--- config.mk ---
export PLATFORM = sky130hd
export DESIGN_NAME = exu_mem_skid
export DESIGN_NICKNAME = d
export VERILOG_FILES = /design/src/rtl/exu_mem_skid.sv
export SDC_FILE = /design/constraint.sdc
export NUM_CORES = 1
export LEC_CHECK = 0
export BUFFER_PORTS_ARGS = -buffer_cell sky130_fd_sc_hd__buf_2
export CORE_MARGIN = 10
export CORE_UTILIZATION = 52
export CTS_CLUSTER_DIAMETER = 40
export DETAILED_ROUTE_END_ITERATION = 7
export GPL_TIMING_DRIVEN = 0
export PLACE_DENSITY = 0.82
export SETUP_SLACK_MARGIN = 0.1
export SLEW_MARGIN = 20
export SYNTH_ARGS = -nofsm -noshare
export SYNTH_HDL_FRONTEND = slang
export SYNTH_SLANG_ARGS = --single-unit
--- constraint.sdc ---
create_clock -name clk -period 2 [get_ports clk]
set_clock_uncertainty 0.15 [all_clocks]
set_input_delay 0.2 -clock clk [delete_from_list [all_inputs] [get_ports clk]]
set_output_delay 0.2 -clock clk [all_outputs]
set_load 0.02 [all_outputs]
--- src/rtl/exu_mem_skid.sv ---
// EX->MEM pipeline register with a 2-entry skid buffer. in_ready and out_valid
// are both registered, so downstream stalls never reach back into the ALU.
module exu_mem_skid #(
    parameter int unsigned XLEN    = 64,
    parameter int unsigned RD_W    = 5,
    parameter int unsigned MEMOP_W = 4
) (
    input  logic               clk,
    input  logic               reset,
    input  logic               flush,
    input  logic               in_valid,
    input  logic               in_data_ok,
    output logic               in_ready,
    input  logic [XLEN-1:0]    in_pc,
    input  logic [XLEN-1:0]    in_result,
    input  logic [XLEN-1:0]    in_sdata,
    input  logic [RD_W-1:0]    in_rd,
    input  logic               in_wen,
    input  logic [MEMOP_W-1:0] in_memop,
    output logic               out_valid,
    input  logic               out_ready,
    output logic [XLEN-1:0]    out_pc,
    output logic [XLEN-1:0]    out_result,
    output logic [XLEN-1:0]    out_sdata,
    output logic [RD_W-1:0]    out_rd,
    output logic               out_wen,
    output logic [MEMOP_W-1:0] out_memop
);

    localparam int unsigned PW = 3 * XLEN + RD_W + 1 + MEMOP_W;

    localparam logic [1:0] EMPTY = 2'd0;
    localparam logic [1:0] ONE   = 2'd1;
    localparam logic [1:0] TWO   = 2'd2;

    logic [1:0]    state_q, state_d;
    logic [PW-1:0] main_q, main_d;
    logic [PW-1:0] skid_q, skid_d;
    logic [PW-1:0] in_bus;
    logic          acc;
    logic          consumed;

    assign in_bus   = {in_pc, in_result, in_sdata, in_rd, in_wen, in_memop};
    assign acc      = in_valid & in_data_ok & in_ready;
    assign consumed = out_valid & out_ready;

    assign {out_pc, out_result, out_sdata, out_rd, out_wen, out_memop} = main_q;

    always_comb begin
        state_d = state_q;
        main_d  = main_q;
        skid_d  = skid_q;
        case (state_q)
            EMPTY: begin
                if (acc) begin
                    state_d = ONE;
                    main_d  = in_bus;
                end
            end
            ONE: begin
                if (acc && consumed) begin
                    main_d = in_bus;
                end else if (acc) begin
                    state_d = TWO;
                    skid_d  = in_bus;
                end else if (consumed) begin
                    state_d = EMPTY;
                end
            end
            TWO: begin
                // in_ready is low here, so only the skid->main shift can happen
                if (consumed) begin
                    state_d = ONE;
                    main_d  = skid_q;
                end
            end
            default: state_d = EMPTY;
        endcase
        if (flush) begin
            state_d = EMPTY;
            main_d  = main_q;
            skid_d  = skid_q;
        end
    end

    always_ff @(posedge clk) begin
        if (reset) begin
            state_q   <= EMPTY;
            main_q    <= '0;
            skid_q    <= '0;
            out_valid <= 1'b0;
            in_ready  <= 1'b1;
        end else begin
            state_q   <= state_d;
            main_q    <= main_d;
            skid_q    <= skid_d;
            out_valid <= (state_d != EMPTY);
            in_ready  <= (state_d != TWO);
        end
    end

endmodule

* Word-level counts from Yosys, hierarchy flattened
Index checks and enable logic that the tools add are counted.
** Cells by class
- Equality and inequality tests :: 6
- Multiplexer cells :: 11
- Bitwise operators :: 5
- Reductions and logical operators :: 6
** Operators by type and width (count)
- two-way mux 202 bit :: 3
- case mux 202 bit (3 select lines) :: 1
- two-way mux 2 bit :: 6
- inequality test 2 bit (second input constant) :: 4
- case mux 2 bit (3 select lines) :: 1
- AND reduction 5 bit :: 1
- AND reduction 4 bit :: 1
- bitwise AND 1 bit :: 3
- nonzero test 3 bit :: 1
- equality test 2 x 1 -> 1 bit (second input constant) :: 1
- equality test 2 bit (second input constant) :: 1
- zero test 2 bit :: 1
- NOT 1 bit :: 2
- nonzero test 2 bit :: 1
- logical AND 1 bit :: 1
** Storage, ports and cells
- Bits in registers :: 408
- Bits of input ports :: 208
- Output and inout port bits :: 204
- Word-level logic and storage cells :: 33

* Longest topological paths before layout
Gate-level depths: netlist of run 1.
- Depth in word-level cells :: 7
- Depth in mapped cells :: 7
- Mapped depth without buffers :: 4

* Worst setup path after synthesis of run 1
No wires, ideal clock.
- Path kind :: flip-flop to flip-flop
- Start point :: register in_ready
- End point :: register skid_q[100]
- Library setup time :: 132 ps
- Data arrival time :: 1490 ps
- Required time :: 1718 ps
- Path slack :: 228 ps
- Stages on the path, launching flop included :: 8
- Buffers on the path :: 3
- Clock period less this slack :: 1772 ps
- Cells stage by stage :: dfxtp_1 -> nand4b_4 -> or3_1 -> buf_2 -> buf_6 -> buf_6 -> nand2_1 -> a21oi_1
** On the way
- Cells in the longest elaborated chain, start to end :: 4
** Ends and longest elaborated chain
- from (decl) :: RTL line 13 : output logic in_ready,
- from (signal assigned) :: RTL line 98 : in_ready <= (state_d != TWO);
- bitwise AND 1 bit * :: RTL line 44 : assign acc = in_valid & in_data_ok & in_ready;
- logical AND 1 bit :: RTL line 61 : if (acc && consumed) begin
- NOT 1 bit (no line)
- AND reduction 4 bit (no line) *
- to (signal assigned) :: RTL line 96 : skid_q <= skid_d;
- to (decl) :: RTL line 38 : logic [PW-1:0] skid_q, skid_d;
Mark *: on every way between the ends. The rest lies on a longest branch, timed or not.
A chain may end at the register's enable or synchronous reset.

* Worst setup path after layout of run 1
- Start point :: input port out_ready
- End point :: register skid_q[174]
** On the way
- Cells in the longest elaborated chain, start to end :: 4
** Ends and longest elaborated chain
- from (decl) :: RTL line 21 : input logic out_ready,
- bitwise AND 1 bit :: RTL line 45 : assign consumed = out_valid & out_ready;
- logical AND 1 bit :: RTL line 61
- NOT 1 bit (no line)
- AND reduction 4 bit (no line)
Every way passes these cells.

==> results.toml, run 1 <==
[status]
outcome = "finished clean"

[route]
routed_via_density = 5.73
postRouteAntennaNets = 0
drc = 0
route.vias.total = 15314
wirelength_um = 56900
wire_per_inst_um = 21.3
first_iter_violations = 981
drt-pass1-iter-count = 6

[placed_design]
place_ws_ns = -0.162
dpl.cell_count = 2376
place.gp.congestion = 0.841
port_buffers = 410
place_area_um2 = 18000
hpwl_um = 35100

[timing]
period_minus_slack_ns = 1.92
grt_setup_unrepaired = "yes"
finalCritPeriodShare = 0.960
slew_viol_final = 0
finalWorstSetupSlack_ns = 0.0792
whs_ns = 0.0376
finalSetupViolCount = 0
relSlewSlack = 0.456
fmax_mhz = 521
tns_ns = 0
final_hold_viol_count = 0
worst_pin_slew_ns = 0.816

[critical_path]
critPathLaunchType = "input port"
crit_arrival_ns = 2.21
worst-path-max-fanout = 10
cp.required_ns = 2.29
crit_path_end_kind = "register"
rr_worst_depth = 7
worstReg2RegStart = "state_q[0]"
r2r_slack_ns = 0.08
rr_endpoint = "skid_q[174]"
path_class = "input port to register"

[die]
core_area_um2 = 29500
pin_count = 412
rows = 63
die_y_um = 192
die-area_um2 = 37000
initial_utilization = 0.523
die_w_um = 192

[logic_synthesis]
syn_nets = 1784
netlist_instances = 1576
ys_seq_area_frac = 0.529
synthDistinctLibCells = 28
synth_warnings = 0
ys_ff_latch = 408
syn_area_um2 = 15400
synth_area_per_cell_um2 = 9.79

[cts]
numCtsBuffers = 47
root_buffer = "clkbuf_16"
cts_tree = "done"
ctsHtreeMaxLevel = 2
clock_sinks = 408
clockBufferDepth = 3
clk_pin_slew_worst_paths_ns = 0.06
insertion_delay_ns = 0.53

[pwr]
p_int_mw = 14.6
power_frac_clock = 0.473
finalPower_mw = 19.1
p_per_area_nw_per_um2 = 868
vdd_drop_max_v = 0.000792
p_comb_frac = 0.087
leakagePower_nw = 10.3
switching_share = 0.236
power.switching_mw = 4.51
p_seq_frac = 0.440

[flow_run]
drv_cap = 0

[grt]
grt_pass1_wl_um = 86600
busiest_layer = "met2"
antenna_found_initial = 6
grt-ovfl-total = 0
grt_max_degree = 14
grt_use_met3 = 0.0788
met2_usage = 0.507
grt_pass1_vias = 15762
gr-usage-met1 = 0.322
gr-usage-all-layers = 0.290

[worst_hold_path]
holdPathStages = 4
hold_end = "state_q[0]"
hp-class = "input port to register"
min_from = "in_data_ok"

[cells_and_area]
fin_area_um2 = 22000
drive_gt1_frac = 0.276
nNetsFinal = 2449
final_common_cell = "buf_2"
final_util = 0.746
most-common-layout-cells = "buf_2, dfxtp_1, nand2_1"
syn2layout_area_growth_pct = 42.5
instances_no_fill = 2673
fillerInstances = 1795
==> worst max-delay path by stage <==
stage	from	endpoint	slack, ns	cells after the start
5_1_grt	state_q[0]	skid_q[174]	0.04	7
4_1_cts	state_q[1]	main_q[87]	0.09	6
3_3_place_gp	state_q[0]	main_q[68]	-0.07	6
3_5_place_dp	state_q[0]	main_q[74]	-0.16	6
2_1_floorplan	in_ready	skid_q[100]	0.23	7
6_report	out_ready	skid_q[174]	0.08	9
==> state kept, by name (all words and copies together), names as in the netlist <==
| signal | cells |
|---|---|
| in_ready | 1 |
| main_q | 202 |
| out_valid | 1 |
| skid_q | 202 |
| state_q | 2 |
==> routing by layer <==
layer  up-vias  routed length [µm]
li1       6866                   -
met1      7299               20500
met2       923               28300
met3       222                5380
met4         4                2720
met5         -                  25
==> Yosys cell counts (all sizes together) <==
master	count	area (µm²)
nor2	2	7.51
inv	1	3.75
xnor2	1	8.76
nand2	405	1520
a21oi	204	1020
dfxtp	408	8170
o21ai	1	8.76
or2	1	6.26
a21bo	1	10.0
clkbuf	34	128
buf	102	637
nand4b	2	32.5
a21boi	1	7.51
mux2i	202	2020
or3	1	6.26
a221o	1	10.0
o2bb2ai	203	1780
a21o	1	7.51
a221oi	1	8.76
nand2b	2	20.0
nor3	1	10.0
nand3	1	5.00
==> power groups by stage <==
stage	Combinational (mW)	Sequential, mW	Clock [mW]
floorplan	0.465	8.72	0
global placement	1.21	8.56	0
detailed placement	1.23	8.56	0
CTS	1.58	8.39	9.05
global route	1.76	8.41	9.41
finish	1.65	8.40	9.04
==> area by class of cell <==
type	instances	area, µm²	share of cell area
antenna	5	12.5	0.000569
sequential	408	8170	0.372
timing repair buffer	616	4110	0.187
inverter	1	3.75	0.000171
buffer	136	975	0.0443
tap	390	488	0.0222
multi-input combinational	1031	6570	0.299
clock inverter	25	315	0.0143
clock buffer	61	1340	0.0610
==> what timing repair did <==
action / CTS / global route
resized for setup: 32 / 86
pin swaps: 0 / 2
setup endpoints to repair: 371 / 394
setup buffers: 0 / 2
gates cloned: 0 / 1
hold buffers: 203 / 0
hold endpoints to repair: 407 / 0
==> cells by family (layout without fill, tap and decap cells) <==
logic type | after synthesis | in the layout | synth area share
other | 0 | 5 | 0
multiplexers | 202 | 202 | 0.131
flip-flops | 408 | 408 | 0.529
AND/OR/NAND/NOR | 415 | 415 | 0.104
XOR/XNOR | 1 | 1 | 0.000568
buffers and inverters | 137 | 839 | 0.0498
AO/OA/AOI/OAI | 413 | 413 | 0.185
==> worst max-delay path: stages <==
cell,delay [ns]
dlygate4sd3_1,0.57
buf_6,0.15
a21bo_4,0.22
nor3_4,0.21
buf_4,0.16
clkbuf_4,0.20
buf_4,0.20
nand2_1,0.09
a21oi_1,0.19
No activity file was read; power rests on OpenSTA's default activity.
==> run 2, diff against run 1 <==
--- a/config.mk
+++ b/config.mk
@@ -12,6 +12,7 @@
 export DETAILED_ROUTE_END_ITERATION = 7
 export GPL_TIMING_DRIVEN = 0
 export PLACE_DENSITY = 0.82
+export RECOVER_POWER = 100
 export SETUP_SLACK_MARGIN = 0.1
 export SLEW_MARGIN = 20
 export SYNTH_ARGS = -nofsm -noshare
==> run 2 against run 1 <==
Combinational power down 2%. Final cell count about the same. Register-to-register slack worse by 0.03 ns. Sequential share of layout area increased by 0.51 points. Global-route usage unchanged. Clock power is essentially flat. Count of clock-buffer cells in the layout is the same. Critical path type is now register to register. Critical endpoint is now main_q[47].
==> results.toml, run 2 (synthesis gave the netlist of run 1 again) <==
[status]
outcome = "finished clean"

[critical_path]
rr_endpoint = "main_q[47]"
worst-path-max-fanout = 10
crit_arrival_ns = 2.21
cp.required_ns = 2.26
path_class = "register to register"
r2r_slack_ns = 0.05
worstReg2RegStart = "state_q[1]"
critPathLaunchType = "register"
rr_worst_depth = 6
crit_path_end_kind = "register"

[die]
initial_utilization = 0.523
die-area_um2 = 37000
core_area_um2 = 29500
die_w_um = 192
pin_count = 412
die_y_um = 192
rows = 63

[grt]
antenna_found_initial = 6
grt_pass1_wl_um = 86600
grt_pass1_vias = 15762
grt-ovfl-total = 0
grt_max_degree = 14
gr-usage-all-layers = 0.290

[cts]
clock_sinks = 408
ctsHtreeMaxLevel = 2
root_buffer = "clkbuf_16"
clk_pin_slew_worst_paths_ns = 0.06
numCtsBuffers = 47
clockBufferDepth = 3
cts_tree = "done"
insertion_delay_ns = 0.53

[timing]
finalCritPeriodShare = 0.973
finalSetupViolCount = 0
worst_pin_slew_ns = 0.798
relSlewSlack = 0.468
period_minus_slack_ns = 1.95
grt_setup_unrepaired = "yes"
fmax_mhz = 514
slew_viol_final = 0
final_hold_viol_count = 0

[cells_and_area]
final_common_cell = "dfxtp_1"
nNetsFinal = 2449
drive_gt1_frac = 0.184
fin_area_um2 = 21700
syn2layout_area_growth_pct = 40.6
fillerInstances = 1955
biggestRegsByFlops = "main_q: 202 flops, skid_q: 202 flops, state_q: 2 flops"
most-common-layout-cells = "dfxtp_1, nand2_1, clkbuf_1"

[pwr]
p_int_mw = 14.5
switching_share = 0.237
leakagePower_nw = 9.46
p_comb_frac = 0.084
p_per_area_nw_per_um2 = 879
finalPower_mw = 19.1
p_seq_frac = 0.441
vdd_drop_max_v = 0.000788
power.switching_mw = 4.51
power_frac_clock = 0.475

[worst_hold_path]
min_from = "in_data_ok"
holdPathStages = 4
hp-class = "input port to register"
hold_end = "out_valid"

[placed_design]
hpwl_um = 35100
place_area_um2 = 18000
port_buffers = 410
place.gp.congestion = 0.841

[route]
first_iter_violations = 1051
drc = 0
route.vias.total = 15256
drt-pass1-iter-count = 7
wirelength_um = 56800
postRouteAntennaNets = 0
wire_per_inst_um = 21.2
routed_via_density = 5.71

[flow_run]
drv_cap = 0
## run 2: cell types whose count changed in the layout (fill, tap and decap cells not counted), sizes merged
| cell | before | now |
|---|---|---|
| buf | 500 | 288 |
| clkbuf | 110 | 322 |
| diode | 5 | 6 |
## run 2: worst max path at each step
| stage | startpoint | to | slack, ns | depth (start not counted) |
|---|---|---|---|---|
| after floorplan | in_ready | skid_q[100] | 0.23 | 7 |
| after global placement | state_q[0] | main_q[68] | -0.07 | 6 |
| after detailed placement | state_q[0] | main_q[74] | -0.16 | 6 |
| after CTS | state_q[1] | main_q[87] | 0.09 | 6 |
| after global routing | state_q[0] | skid_q[92] | 0.003 | 7 |
| final | state_q[1] | main_q[47] | 0.05 | 6 |
## run 2: area by class of cell
cell class,count,area [µm²],area share
Multi-Input combinational cell,1031,6560,0.302
Inverter,1,3.75,0.000173
Timing Repair Buffer,616,3860,0.178
Clock inverter,25,315,0.0145
Clock buffer,61,1340,0.0618
Buffer,136,945,0.0435
Tap cell,390,488,0.0225
Antenna cell,6,15.0,0.000692
Sequential cell,408,8170,0.377
## run 2: worst max-delay path, cell delays in order (launching register included)
cell,delay [ns]
dfxtp_2,0.34
nand4b_4,0.22
o21ai_4,0.26
nand2b_4,0.10
clkbuf_4,0.23
clkbuf_4,0.23
o2bb2ai_1,0.29
## run 2: what timing repair did
action	CTS	global route
endpoints found under the setup margin	371	394
buffers inserted	0	2
gates resized for setup	32	86
hold endpoints to repair	407	0
pin swaps	0	2
gates cloned	0	1
hold buffers	203	0
## run 2: routing by layer
layer | part of all wire | track usage | vias up
met5 | 0.00044 | 0 | -
met4 | 0.050 | 0.135 | 4
met3 | 0.088 | 0.0788 | 230
met2 | 0.50 | 0.507 | 841
met1 | 0.37 | 0.322 | 7329
li1 | - | - | 6852
## run 2: power by group through the flow
stage	clock [mW]	sequential, mW	combinational, mW
global placement	0	8.56	1.21
global route	9.41	8.41	1.71
detailed placement	0	8.56	1.23
finish	9.05	8.41	1.61
floorplan	0	8.72	0.465
CTS	9.05	8.39	1.58
## run 2: metrics by stage
step | worst slack (ns) | instances | TNS, ns | utilization | hold WS [ns]
finish | 0.0530 | 2674 | 0 | 0.736 | 0.0396
global route | 0.00291 | 2672 | 0 | 0.736 | 0.0475
CTS | 0.0874 | 2665 | 0 | 0.738 | 0.0131
detailed placement | -0.162 | 2376 | -16.17 | 0.610 | 0.292
global placement | -0.0686 | 2376 | -3.98 | 0.610 | 0.289
floorplan | 0.228 | 1576 | 0 | - | 0.161
==> run 3, diff against run 2 <==
--- a/config.mk
+++ b/config.mk
@@ -7,11 +7,11 @@
 export LEC_CHECK = 0
 export BUFFER_PORTS_ARGS = -buffer_cell sky130_fd_sc_hd__buf_2
 export CORE_MARGIN = 10
-export CORE_UTILIZATION = 52
+export CORE_UTILIZATION = 57
 export CTS_CLUSTER_DIAMETER = 40
 export DETAILED_ROUTE_END_ITERATION = 7
 export GPL_TIMING_DRIVEN = 0
-export PLACE_DENSITY = 0.82
+export PLACE_DENSITY = 0.89
 export RECOVER_POWER = 100
 export SETUP_SLACK_MARGIN = 0.1
 export SLEW_MARGIN = 20
==> constraint.sdc (replaced) <==
create_clock -name clk -period 2.4 [get_ports clk]
set_clock_uncertainty 0.15 [all_clocks]
set_input_delay 0.24 -clock clk [delete_from_list [all_inputs] [get_ports clk]]
set_output_delay 0.24 -clock clk [all_outputs]
set_load 0.02 [all_outputs]
==> run 3 against run 2 <==
First-iteration DRC count grew 64%. Register-to-register slack better by 0.04 ns. Count of clock-buffer cells in the layout increased by 2. Critical path depth stayed put. Fmax shrank 16%. Critical path type unchanged. Highest routed layer unchanged.
==> results.toml, run 3 (synthesis gave the netlist of run 1 again) <==
[status]
outcome = "finished clean"

[route]
route.vias.total = 16282
drt-pass1-iter-count = 8
drc = 0
wire_per_inst_um = 24.1
first_iter_violations = 1721
routed_via_density = 6.21
postRouteAntennaNets = 0
wirelength_um = 63100

[grt]
gr-usage-met1 = 0.363
gr-usage-all-layers = 0.354
grt_use_met3 = 0.111
grt_pass1_wl_um = 95500
grt-ovfl-total = 0
antenna_found_initial = 7
met2_usage = 0.596
grt_pass1_vias = 17022
busiest_layer = "met2"
grt_max_degree = 15

[die]
die_y_um = 185
rows = 60
core_area_um2 = 26800
initial_utilization = 0.576
die-area_um2 = 34100
die_w_um = 185
pin_count = 412

[cells_and_area]
nNetsFinal = 2446
drive_gt1_frac = 0.167
most-common-layout-cells = "dfxtp_1, nand2_1, clkbuf_1"
syn2layout_area_growth_pct = 38.4
biggestRegsByFlops = "main_q: 202 flops, skid_q: 202 flops, state_q: 2 flops"
final_common_cell = "dfxtp_1"

[critical_path]
crit_arrival_ns = 2.57
worst-path-max-fanout = 10
path_class = "register to register"
crit_path_end_kind = "register"
critPathLaunchType = "register"
cp.required_ns = 2.65

[pwr]
p_per_area_nw_per_um2 = 757
finalPower_mw = 16.2
vdd_drop_max_v = 0.000581
leakagePower_nw = 9.33

[timing]
final_hold_viol_count = 0
worst_pin_slew_ns = 0.820
finalWorstSetupSlack_ns = 0.0885
finalCritPeriodShare = 0.963
tns_ns = 0
finalSetupViolCount = 0
period_minus_slack_ns = 2.31
relSlewSlack = 0.453
fmax_mhz = 433
slew_viol_final = 0

[placed_design]
port_buffers = 410
place.gp.congestion = 0.867
hpwl_um = 35400
place_ws_ns = 0.294

[cts]
clk_pin_slew_worst_paths_ns = 0.06
clock_sinks = 408
ctsHtreeMaxLevel = 2
insertion_delay_ns = 0.54
cts_tree = "done"
numCtsBuffers = 47
root_buffer = "clkbuf_16"
post-cts-setup-buffers = 0
clockBufferDepth = 3

[flow_run]
drv_cap = 0

[worst_hold_path]
hp-class = "input port to register"
## run 3: stage by stage
stage               hold WS (ns)  cell area (µm²)  instances   util
global placement           0.289            17900       2327  0.668
CTS                       0.0294            21600       2615  0.807
floorplan                  0.201            15400       1576      -
global route              0.0676            21400       2621  0.797
detailed placement         0.291            17900       2327  0.668
finish                    0.0437            21400       2621  0.797
## run 3: layer usage
layer	vias to the layer above	routed length (µm)
li1	6854	-
met1	7575	20900
met2	1401	29800
met3	450	7110
met4	2	5200
met5	-	13
## run 3: final timing paths
path         depth (start not counted)  slack, ns          end        from
min reg2reg                          2       0.30   skid_q[64]  skid_q[64]
max reg2reg                          6       0.09  main_q[131]  state_q[0]
min                                  4       0.04    out_valid  in_data_ok
max                                  6       0.09  main_q[131]  state_q[0]
## run 3: power breakdown
group          internal [mW]  leakage, nW  switching [mW]  total [mW]
Combinational          0.575         5.19           0.787        1.36
Sequential              6.91         3.30           0.103        7.01
Clock                   4.86        0.843            2.93        7.79
## run 3: cell type report
class | instances | area (µm²)
tap | 341 | 427
timing repair buffer | 613 | 3830
sequential | 408 | 8170
clock buffer | 63 | 1360
inverter | 1 | 3.75
fill | 1491 | 5440
antenna | 6 | 15.0
multi-input combinational | 1031 | 6490
clock inverter | 22 | 342
buffer | 136 | 721
## run 3: timing repair
item	4_1_cts	5_1_grt
setup endpoints to repair	0	2
resized for setup	0	3
hold buffers	203	0
endpoints found under the hold margin	407	0
## run 3: critical path, cell delays in order (launching register included)
cell and delay (ns):
dfxtp_1 0.37, nand2b_1 0.11, buf_2 0.19, clkbuf_2 0.32, buf_2 0.40, mux2i_1 0.49, o2bb2ai_1 0.15
